<file path="src/rtl/irrigation_pkg.sv">
// rtl/irrigation_pkg.sv - shared state encoding and timing defaults for the irrigation scheduler
package irrigation_pkg;

  // estado encoding, also decoded by the 7-segment display path
  typedef enum logic [2:0] {
    IDLE     = 3'd0,
    SPRINKLE = 3'd1,
    DRIP     = 3'd2,
    REST     = 3'd3,
    FAULT    = 3'd4
  } state_t;

  localparam int DEF_DEBOUNCE_CYCLES = 4;
  localparam int DEF_MIN_ON_CYCLES   = 8;
  localparam int DEF_MAX_ON_CYCLES   = 64;
  localparam int DEF_REST_CYCLES     = 16;
  localparam int DEF_FILL_TIMEOUT    = 128;

  // A wet upper sensor above a dry lower one cannot happen with a real water column
  function automatic logic level_inconsistent(input logic h, input logic m, input logic l);
    return (h & ~m) | (m & ~l) | (h & ~l);
  endfunction

endpackage

</file>
<file path="src/rtl/sensor_debouncer.sv">
// rtl/sensor_debouncer.sv - two-flop synchronizer followed by a consecutive-sample debouncer
module sensor_debouncer #(
  parameter int DEBOUNCE_CYCLES = 4
) (
  input  logic i_clock,
  input  logic i_reset,
  input  logic i_raw,
  output logic o_deb
);

  localparam int CW = (DEBOUNCE_CYCLES > 1) ? $clog2(DEBOUNCE_CYCLES) : 1;
  localparam logic [CW-1:0] LAST = CW'(DEBOUNCE_CYCLES - 1);

  logic          r_sync1;
  logic          r_sync2;
  logic          r_deb;
  logic [CW-1:0] r_cnt;

  // Synchronize, then accept the new level only after it has held for DEBOUNCE_CYCLES samples
  always_ff @(posedge i_clock or posedge i_reset) begin
    if (i_reset) begin
      r_sync1 <= 1'b0;
      r_sync2 <= 1'b0;
      r_deb   <= 1'b0;
      r_cnt   <= '0;
    end else begin
      r_sync1 <= i_raw;
      r_sync2 <= r_sync1;
      if (r_sync2 == r_deb) begin
        r_cnt <= '0;
      end else if (r_cnt == LAST) begin
        r_deb <= r_sync2;
        r_cnt <= '0;
      end else begin
        r_cnt <= r_cnt + 1'b1;
      end
    end
  end

  assign o_deb = r_deb;

endmodule

</file>
<file path="src/rtl/irrigation_scheduler.sv">
// rtl/irrigation_scheduler.sv - tank fill and irrigation valve controller with sensor conditioning
module irrigation_scheduler
  import irrigation_pkg::*;
#(
  parameter int DEBOUNCE_CYCLES = DEF_DEBOUNCE_CYCLES,
  parameter int MIN_ON_CYCLES   = DEF_MIN_ON_CYCLES,
  parameter int MAX_ON_CYCLES   = DEF_MAX_ON_CYCLES,
  parameter int REST_CYCLES     = DEF_REST_CYCLES,
  parameter int FILL_TIMEOUT    = DEF_FILL_TIMEOUT
) (
  input  logic       clock,
  input  logic       reset,
  input  logic       high,
  input  logic       middle,
  input  logic       low,
  input  logic       umidadeDoSolo,
  input  logic       umidadeDoAr,
  input  logic       temperatura,
  output logic       erro,
  output logic       saidaDoAlarme,
  output logic       ValvulaDeEntrada,
  output logic       ValvulaDeAspersao,
  output logic       ValvulaDeGotejamento,
  output logic       falhaEnchimento,
  output logic [2:0] estado
);

  localparam int RUN_SPAN = (MAX_ON_CYCLES > REST_CYCLES) ? MAX_ON_CYCLES : REST_CYCLES;
  localparam int RUN_W    = (RUN_SPAN > 1) ? $clog2(RUN_SPAN) : 1;
  localparam int FILL_W   = (FILL_TIMEOUT > 1) ? $clog2(FILL_TIMEOUT) : 1;

  // Counters hold the number of cycles already spent, so "last" is the final allowed cycle
  localparam logic [RUN_W-1:0]  MIN_LAST  = RUN_W'(MIN_ON_CYCLES - 1);
  localparam logic [RUN_W-1:0]  MAX_LAST  = RUN_W'(MAX_ON_CYCLES - 1);
  localparam logic [RUN_W-1:0]  REST_LAST = RUN_W'(REST_CYCLES - 1);
  localparam logic [FILL_W-1:0] FILL_LAST = FILL_W'(FILL_TIMEOUT - 1);

  logic [5:0] w_raw;
  logic [5:0] w_deb;
  logic       w_high, w_middle, w_low, w_soil, w_air, w_temp;
  logic       w_erro;
  logic       w_fill_timeout;
  logic       w_run_done;

  state_t              r_state;
  logic [RUN_W-1:0]    r_run_cnt;
  logic [FILL_W-1:0]   r_fill_cnt;
  logic                r_erro, r_alarm, r_inlet, r_falha, r_asp, r_got;

  assign w_raw = {temperatura, umidadeDoAr, umidadeDoSolo, low, middle, high};

  for (genvar g = 0; g < 6; g++) begin : g_deb
    sensor_debouncer #(.DEBOUNCE_CYCLES(DEBOUNCE_CYCLES)) u_deb (
      .i_clock (clock),
      .i_reset (reset),
      .i_raw   (w_raw[g]),
      .o_deb   (w_deb[g])
    );
  end

  assign {w_temp, w_air, w_soil, w_low, w_middle, w_high} = w_deb;

  assign w_erro         = level_inconsistent(w_high, w_middle, w_low) | r_falha;
  assign w_fill_timeout = r_inlet && (r_fill_cnt == FILL_LAST);
  assign w_run_done     = !w_low || (w_soil && (r_run_cnt >= MIN_LAST)) || (r_run_cnt == MAX_LAST);

  // Inlet hysteresis, fill watchdog with sticky fault flag, and registered error/alarm
  always_ff @(posedge clock or posedge reset) begin
    if (reset) begin
      r_inlet    <= 1'b0;
      r_falha    <= 1'b0;
      r_fill_cnt <= '0;
      r_erro     <= 1'b0;
      r_alarm    <= 1'b0;
    end else begin
      if (w_fill_timeout) begin
        r_falha <= 1'b1;
        r_inlet <= 1'b0;
      end else if (w_erro || w_high) begin
        r_inlet <= 1'b0;
      end else if (!w_middle) begin
        r_inlet <= 1'b1;
      end
      if (!r_inlet) begin
        r_fill_cnt <= '0;
      end else if (r_fill_cnt != '1) begin
        r_fill_cnt <= r_fill_cnt + 1'b1;
      end
      r_erro  <= w_erro;
      r_alarm <= ~w_low | w_erro;
    end
  end

  // Irrigation FSM; valve flops follow the next state so they drop on the exit edge
  always_ff @(posedge clock or posedge reset) begin
    if (reset) begin
      r_state   <= IDLE;
      r_run_cnt <= '0;
      r_asp     <= 1'b0;
      r_got     <= 1'b0;
    end else begin
      if (r_run_cnt != '1) r_run_cnt <= r_run_cnt + 1'b1;
      case (r_state)
        IDLE: begin
          if (w_erro) begin
            r_state   <= FAULT;
            r_run_cnt <= '0;
          end else if (!w_soil && w_low) begin
            r_run_cnt <= '0;
            if (w_middle && !w_temp && !w_air) begin
              r_state <= SPRINKLE;
              r_asp   <= 1'b1;
            end else begin
              r_state <= DRIP;
              r_got   <= 1'b1;
            end
          end
        end
        SPRINKLE, DRIP: begin
          if (w_erro || w_run_done) begin
            r_state   <= w_erro ? FAULT : REST;
            r_run_cnt <= '0;
            r_asp     <= 1'b0;
            r_got     <= 1'b0;
          end
        end
        REST: begin
          if (w_erro) begin
            r_state   <= FAULT;
            r_run_cnt <= '0;
          end else if (r_run_cnt == REST_LAST) begin
            r_state   <= IDLE;
            r_run_cnt <= '0;
          end
        end
        FAULT: begin
          if (!w_erro) begin
            r_state   <= IDLE;
            r_run_cnt <= '0;
          end
        end
        default: begin
          r_state   <= IDLE;
          r_run_cnt <= '0;
          r_asp     <= 1'b0;
          r_got     <= 1'b0;
        end
      endcase
    end
  end

  assign erro                 = r_erro;
  assign saidaDoAlarme        = r_alarm;
  assign ValvulaDeEntrada     = r_inlet;
  assign ValvulaDeAspersao    = r_asp;
  assign ValvulaDeGotejamento = r_got;
  assign falhaEnchimento      = r_falha;
  assign estado               = r_state;

endmodule

</file>
<file path="config.mk">
export PLATFORM = sky130hd
export DESIGN_NAME = irrigation_scheduler
export DESIGN_NICKNAME = d
export VERILOG_FILES = /design/src/rtl/irrigation_pkg.sv /design/src/rtl/sensor_debouncer.sv /design/src/rtl/irrigation_scheduler.sv
export SDC_FILE = /design/constraint.sdc
export NUM_CORES = 1
export LEC_CHECK = 0
export CORE_MARGIN = 2
export CORE_UTILIZATION = 60
export CTS_BUF_LIST = sky130_fd_sc_hd__clkbuf_8
export DETAILED_ROUTE_END_ITERATION = 16
export PLACE_DENSITY = 0.82
export SYNTH_ARGS = -nofsm -noshare
export SYNTH_HDL_FRONTEND = slang
export SYNTH_SLANG_ARGS = --single-unit
</file>
<file path="constraint.sdc">
create_clock -name clock -period 2.5 [get_ports clock]
set_input_delay 0.5 -clock clock [delete_from_list [all_inputs] [get_ports clock]]
set_output_delay 0.5 -clock clock [all_outputs]
set_load 0.01 [all_outputs]
</file>
# Yosys cells after proc, flatten, opt, wreduce, memory -nomap -nowiden
# Cells that the tools add are included.
classes:
  n_addsub: 8
  magnitude_cmp: 1
  n_reduce_logical: 25
  n_eq_ne: 31
  n_mux: 43
  bitwise: 16
op_table:
  columns: ["cell", "count"]
  rows:
  - ["two-way mux 6 bit", 7]
  - ["two-way mux 2 bit", 13]
  - ["one-hot mux 6 bit (4 select lines)", 1]
  - ["two-way mux 3 bit", 7]
  - ["two-way mux 7 bit", 2]
  - ["adder 2 x 1 -> 2 bit, second input constant", 6]
  - ["== test 2 bit, second input constant", 6]
  - ["inequality test 2 bit, second input constant", 6]
  - ["one-hot mux 3 bit (4 select lines)", 1]
  - ["AND reduction 2 bit", 6]
  - ["two-way mux 1 bit", 10]
  - ["AND reduction 5 bit", 2]
  - ["inequality test 3 bit, second input constant", 3]
  - ["inverter 1 bit", 9]
  - ["adder 7 x 1 -> 7 bit, second input constant", 1]
  - ["== test 7 bit, second input constant", 1]
  - ["inequality test 7 bit, second input constant", 1]
  - ["adder 6 x 1 -> 6 bit, second input constant", 1]
  - ["== test 1 bit", 6]
  - ["== test 3 x 2 -> 1 bit, second input constant", 2]
  - ["== test 6 x 4 -> 1 bit, second input constant", 1]
  - ["== test 6 bit, second input constant", 1]
  - [">= comparator 6 x 3 -> 1 bit, second input constant", 1]
  - ["inequality test 6 bit, second input constant", 1]
  - ["12 further kinds", 29]
totals:
  input_bits: 8
  wordCells: 157
  output_inout_bits: 9
  register_bits: 52

# Longest topological paths before layout
logic_depth:
  depth_word: 8
  depth_mapped: 7
  ltp_nobuf: 6

# By module
# Synthesis repeated with hierarchy kept, for this count alone.
hier_totals:
  cells_unflattened: 187
  hier_area_um2: 2264.7
by_module_without_submodules:
  columns: ["module", "n_inst", "cells_each", "area_per_inst_um2", "seq_area_each_um2"]
  rows:
  - ["irrigation_scheduler", 1, 121, 1198.6, 550.5]
  - ["sensor_debouncer", 6, 11, 177.7, 125.1]

# Worst setup path after synthesis
# OpenSTA, ideal clock, no wires.
synth_timing:
  path_kind: "flip-flop to flip-flop"
  startpoint: "reg r_run_cnt[0]"
  endpoint: "reg r_run_cnt[5]"
  period_less_slack_ps: 1720
  t_arrival_ps: 1633
  path_stages_with_launch: 7
  n_path_buf: 0
  path_slack_ps: 780
  setup_ps: 87
  t_required_ps: 2413
  path_cell_list: "dfrtp_1 ha_1 o21a_1 o41ai_1 and4_4 nor3_4 a211oi_2"
synth_between:
  elab_chain_len: 7
  elab_cells_between_ends: 17
  cone_classes: "1 x add/sub; 1 x order compare; 3 x eq/ne; 8 x mux; 4 x reduce/logical"
synth_rtl:
  columns: ["item", "line", "rtl"]
  rows:
  - ["start: declaration", "irrigation_scheduler.sv:46", "logic [RUN_W-1:0] r_run_cnt;"]
  - ["start signal: assignment", "irrigation_scheduler.sv:102", "if (r_run_cnt != '1) r_run_cnt <= r_run_cnt + 1'b1;"]
  - [">= comparator 6 x 3 -> 1 bit", "irrigation_scheduler.sv:65", "assign w_run_done = !w_low || (w_soil && (r_run_cnt >= MIN_LAST)) || (r_run_cnt == MAX_LAST);"]
  - ["logical AND 1 bit", "irrigation_scheduler.sv:65", null]
  - ["logical OR 1 bit (2 in a row)", "irrigation_scheduler.sv:65", null]
  - ["logical OR 1 bit", "irrigation_scheduler.sv:120", "if (w_erro || w_run_done) begin"]
  - ["two-way mux 6 bit", "irrigation_scheduler.sv:120", null]
  - ["one-hot mux 6 bit (4 select lines) (*)", "irrigation_scheduler.sv:103", "case (r_state)"]
# Every way passes the cells marked *; elsewhere a longest branch is shown, timed or not.
# A chain may end at the register's enable or synchronous reset.

# Final worst setup path
layout_timing:
  startpoint: "reg r_state[2], in the netlist estado[2]"
  endpoint: "out estado[2]"
layout_lines:
  columns: ["item", "line", "rtl"]
  rows:
  - ["start: declaration", "irrigation_scheduler.sv:45", "state_t r_state;"]
  - ["start signal: assignment", "irrigation_scheduler.sv:121", "r_state <= w_erro ? FAULT : REST;"]
  - ["end: declaration", "irrigation_scheduler.sv:25", "output logic [2:0] estado"]
# No word-level cell between the ends.

==> impl_results.rst <==
.. list-table::
   :header-rows: 1

   * - Metric
     - Value
   * - Status
     - complete, no violations
   * - FP Rows
     - 21
   * - Number of DRC violations after detailed-routing iteration 0
     - 76
   * - Setup slack on the worst flop-to-flop path
     - 0.59 ns
   * - Cell depth of the worst min-delay path
     - 0
   * - Filler cell count
     - 249
   * - Mean post-synth cell area
     - 12.5 µm²
   * - Register share of total power
     - 47.4%
   * - Largest buffer count on any clock path
     - 2
   * - Internal Power
     - 1790 µW
   * - Per-cell via count in the routed design
     - 5.60
   * - Buffers inserted during post-CTS setup optimization
     - 0
   * - ANT nets after route
     - 0
   * - Total buffers and inverters traversed by the critical path
     - 1
   * - # H-tree levels
     - 2
   * - Switching part of the total power
     - 33.4%
   * - Period utilization
     - 79.4%
   * - Distinct cell type count after synthesis
     - 43
   * - Hold Vio Cnt, Final
     - 0
   * - Predominant post-synthesis flop cell
     - sky130_fd_sc_hd__dfrtp_1
   * - Areal power density over the cells
     - 1070 nW/µm²
   * - Fin nets
     - 215
   * - Vertical die dimension
     - 64.5 µm
   * - Length of the first detailed-routing pass in iterations
     - 4
   * - Clock share of power
     - 18.3%
   * - Via count of the routed design
     - 1366
   * - Class of the tightest hold or removal check
     - reg2reg
   * - Via count of the first global-routing pass
     - 1434
   * - Actual slew at the worst max-slew pin
     - 0.463 ns
   * - HPWL after detailed placement
     - 2.64 mm
   * - Fraction of layout instances using a drive strength above 1
     - 14.6%
   * - Post-synthesis cell area
     - 2190 µm²
   * - Pin count of the biggest net entering global routing
     - 31
   * - Ports
     - 17
   * - Max Slew Vio Count
     - 0
   * - Number of diodes added for antenna fixing
     - 0
   * - Worst setup path category
     - reg2out
   * - Total routing resource utilization after global routing
     - 20.9%
   * - Aggregate negative setup slack
     - 0 ns
   * - Launch point of the critical path
     - estado[2]$_DFFE_PP0P_
   * - Count of flip-flops with a built-in enable after synthesis
     - 0
   * - CTS clock-pin slew for the worst setup and hold paths
     - 0.09 ns
   * - Die area
     - 4160 µm²
   * - Max cap viols
     - 0
   * - RSZ-0062 raised after global routing
     - no
   * - Count of input and output buffers
     - 16
   * - Number of sinks on the clock net
     - 52
   * - Worst hold path startpoint
     - g_deb[0].u_deb.r_sync1$_DFF_PP0_
   * - Critical path required time
     - 2.00 ns
   * - Flops & latches, synth
     - 52
   * - Overflow after GRT
     - 0
   * - Largest delay share family, worst path
     - buffers and inverters
   * - Share of flip-flops with an asynchronous set or reset after synthesis
     - 100%
   * - Clk_skew
     - 0.0100 ns
   * - # setup viols final
     - 0
   * - Wire length of the first global-routing pass
     - 6.55 mm
   * - Width of the die
     - 64.5 µm
   * - Initial Utilization
     - 64.2%
   * - Crit. End Element
     - output pin
   * - P&R area growth vs syn
     - 14.5%
   * - Share of the yosys chip area belonging to registers
     - 59.3%
   * - Leakage power figure
     - 0.00112 µW
   * - Signal arrival time at the worst endpoint
     - 1.48 ns
   * - Number of DRC violations after detailed routing
     - 0
   * - Worst-case hold slack
     - 0.356 ns
   * - CTS-repair resized insts
     - 0
   * - Number of antenna violations at the first check in global routing
     - 0
   * - Delay of the slowest cell on the worst path
     - 0.61 ns
   * - TritonCTS clock tree
     - yes
   * - Root buf cell
     - sky130_fd_sc_hd__clkbuf_8
   * - Worst skew pair latency
     - 0.30 ns
   * - Maximum clock frequency
     - 504 MHz
   * - Cells after Synth
     - 176
   * - Launching element type of the critical path
     - flop
   * - Total Wirelength
     - 3.55 mm
   * - GPL Wtd Cong
     - 0.780
   * - Share of power burned in combinational logic
     - 34.3%
   * - Cell type of the slowest stage on the worst timing path
     - sky130_fd_sc_hd__clkdlybuf4s50_1
   * - Clock buffer count from CTS
     - 5
   * - Hold Path End
     - g_deb[0].u_deb.r_sync2$_DFF_PP0_
   * - Max_slew headroom
     - 69.1%
   * - Post-CTS Hold Fix Bufs
     - 0
   * - Worst-path fanout max
     - 11
   * - Worst reg2reg path depth
     - 6
   * - Area of the placeable core
     - 3420 µm²
   * - Net load switching power
     - 898 µW
   * - Min Tclk post-route
     - 1.98 ns
   * - Reg-to-Reg Start
     - r_run_cnt[0]$_DFF_PP0_
   * - Yosys warns
     - 0
   * - Routed length per placed instance
     - 14.5 µm
   * - Maximum resistive drop on vdd
     - 0.000658 V
   * - Reg-to-reg endpoint
     - r_run_cnt[5]$_DFF_PP0_
   * - Critical-path cell list
     - clkdlybuf4s50_1
   * - Mapped Nets
     - 193
## logic make-up after synthesis
group	count (synthesis)	synth area share, %
muxes	9	5.02
AOI/OAI and AO/OA	26	7.98
adders and majority gates	9	5.13
xor gates and xnor gates	11	4.39
and+or+nand+nor	63	16.8
DFF	52	59.3
buffers and inverters	6	1.42
## metal layers
metal	share of wire, %	up-vias	track usage (%)
met3	2.7	8	5.21
met2	53	26	35.5
met1	42	671	26.1
met4	2.3	0	7.71
li1	-	661	-
met5	0	-	0
## synth_stat cells (2+ instances only)
library cell,n,area (µm²)
sky130_fd_sc_hd__nand2_1,5,18.8
sky130_fd_sc_hd__mux2i_1,2,20.0
sky130_fd_sc_hd__and2_1,3,18.8
sky130_fd_sc_hd__o21ai_0,8,40.0
sky130_fd_sc_hd__nand3_1,3,15.0
sky130_fd_sc_hd__xor2_1,2,17.5
sky130_fd_sc_hd__xnor2_1,9,78.8
sky130_fd_sc_hd__a211oi_2,2,25.0
sky130_fd_sc_hd__and3_1,4,25.0
sky130_fd_sc_hd__nor3_2,2,20.0
sky130_fd_sc_hd__nor2_1,15,56.3
sky130_fd_sc_hd__mux2_2,6,67.6
sky130_fd_sc_hd__nor2b_1,9,56.3
sky130_fd_sc_hd__nand4_1,2,12.5
sky130_fd_sc_hd__inv_1,3,11.3
sky130_fd_sc_hd__a31oi_1,4,25.0
sky130_fd_sc_hd__ha_1,9,113
sky130_fd_sc_hd__nor3_1,8,40.0
sky130_fd_sc_hd__dfrtp_1,52,1300
sky130_fd_sc_hd__a21oi_1,5,25.0
## state kept, by name (all words and copies together), names as in the netlist
register and flops:
ValvulaDeAspersao 1, ValvulaDeEntrada 1, ValvulaDeGotejamento 1, erro 1, estado 3, falhaEnchimento 1, g_deb.u_deb.o_deb 6, g_deb.u_deb.r_cnt 12
g_deb.u_deb.r_sync1 6, g_deb.u_deb.r_sync2 6, r_fill_cnt 7, r_run_cnt 6, saidaDoAlarme 1
## worst max path at each step
stage                                    endpoint  slack, ns  depth (start not counted)
floorplan           ValvulaDeAspersao$_DFFE_PP0P_       0.74                          1
global placement           r_run_cnt[5]$_DFF_PP0_       0.68                          6
detailed placement         r_run_cnt[5]$_DFF_PP0_       0.60                          6
CTS                                     estado[2]       0.52                          1
global route               r_run_cnt[1]$_DFF_PP0_       0.46                          6
finish                                  estado[2]       0.52                          1
## power groups by stage
stage | Combinational, µW | Sequential, µW | Clock (µW)
2_1_floorplan | 669 | 1240 | 0
3_3_place_gp | 875 | 1270 | 0
3_5_place_dp | 932 | 1290 | 0
4_1_cts | 940 | 1280 | 506
5_1_grt | 1030 | 1310 | 538
6_report | 922 | 1280 | 493
## stage by stage
stage | instance area [µm²] | instances | utilization [%] | total power, µW | worst slack (ns)
global route | 2510 | 244 | 73.6 | 2880 | 0.458
floorplan | 2190 | 176 | - | 1910 | 0.742
CTS | 2510 | 244 | 73.6 | 2720 | 0.523
global placement | 2420 | 237 | 70.7 | 2140 | 0.676
detailed placement | 2420 | 237 | 70.7 | 2230 | 0.596
finish | 2510 | 244 | 73.6 | 2690 | 0.516
## cells in the final DEF, fill, tap and decap left out, types with 3 or more instances in the layout
cell type                         synthesis  final
sky130_fd_sc_hd__mux2_2                   6      6
sky130_fd_sc_hd__xnor2_1                  9      9
sky130_fd_sc_hd__a21oi_1                  5      5
sky130_fd_sc_hd__clkbuf_8                 0      7
sky130_fd_sc_hd__and2_1                   3      3
sky130_fd_sc_hd__nor3_1                   8      8
sky130_fd_sc_hd__nand2_1                  5      5
sky130_fd_sc_hd__and3_1                   4      4
sky130_fd_sc_hd__ha_1                     9      9
sky130_fd_sc_hd__a31oi_1                  4      4
sky130_fd_sc_hd__nand3_1                  3      3
sky130_fd_sc_hd__dfrtp_1                 52     52
sky130_fd_sc_hd__nor2b_1                  9      9
sky130_fd_sc_hd__clkdlybuf4s50_1          0     16
sky130_fd_sc_hd__o21ai_0                  8      8
sky130_fd_sc_hd__nor2_1                  15     15
## layout make-up
| type | instances | area, µm² | share of cell area [%] |
|---|---|---|---|
| Clock buffer | 7 | 96.3 | 3.83 |
| Multi-Input combinational cell | 118 | 862 | 34.3 |
| Sequential cell | 52 | 1300 | 51.8 |
| Timing Repair Buffer | 17 | 180 | 7.17 |
| Inverter | 4 | 15.0 | 0.598 |
| Tap cell | 46 | 57.6 | 2.29 |
No activity file was read; power rests on OpenSTA's default activity.
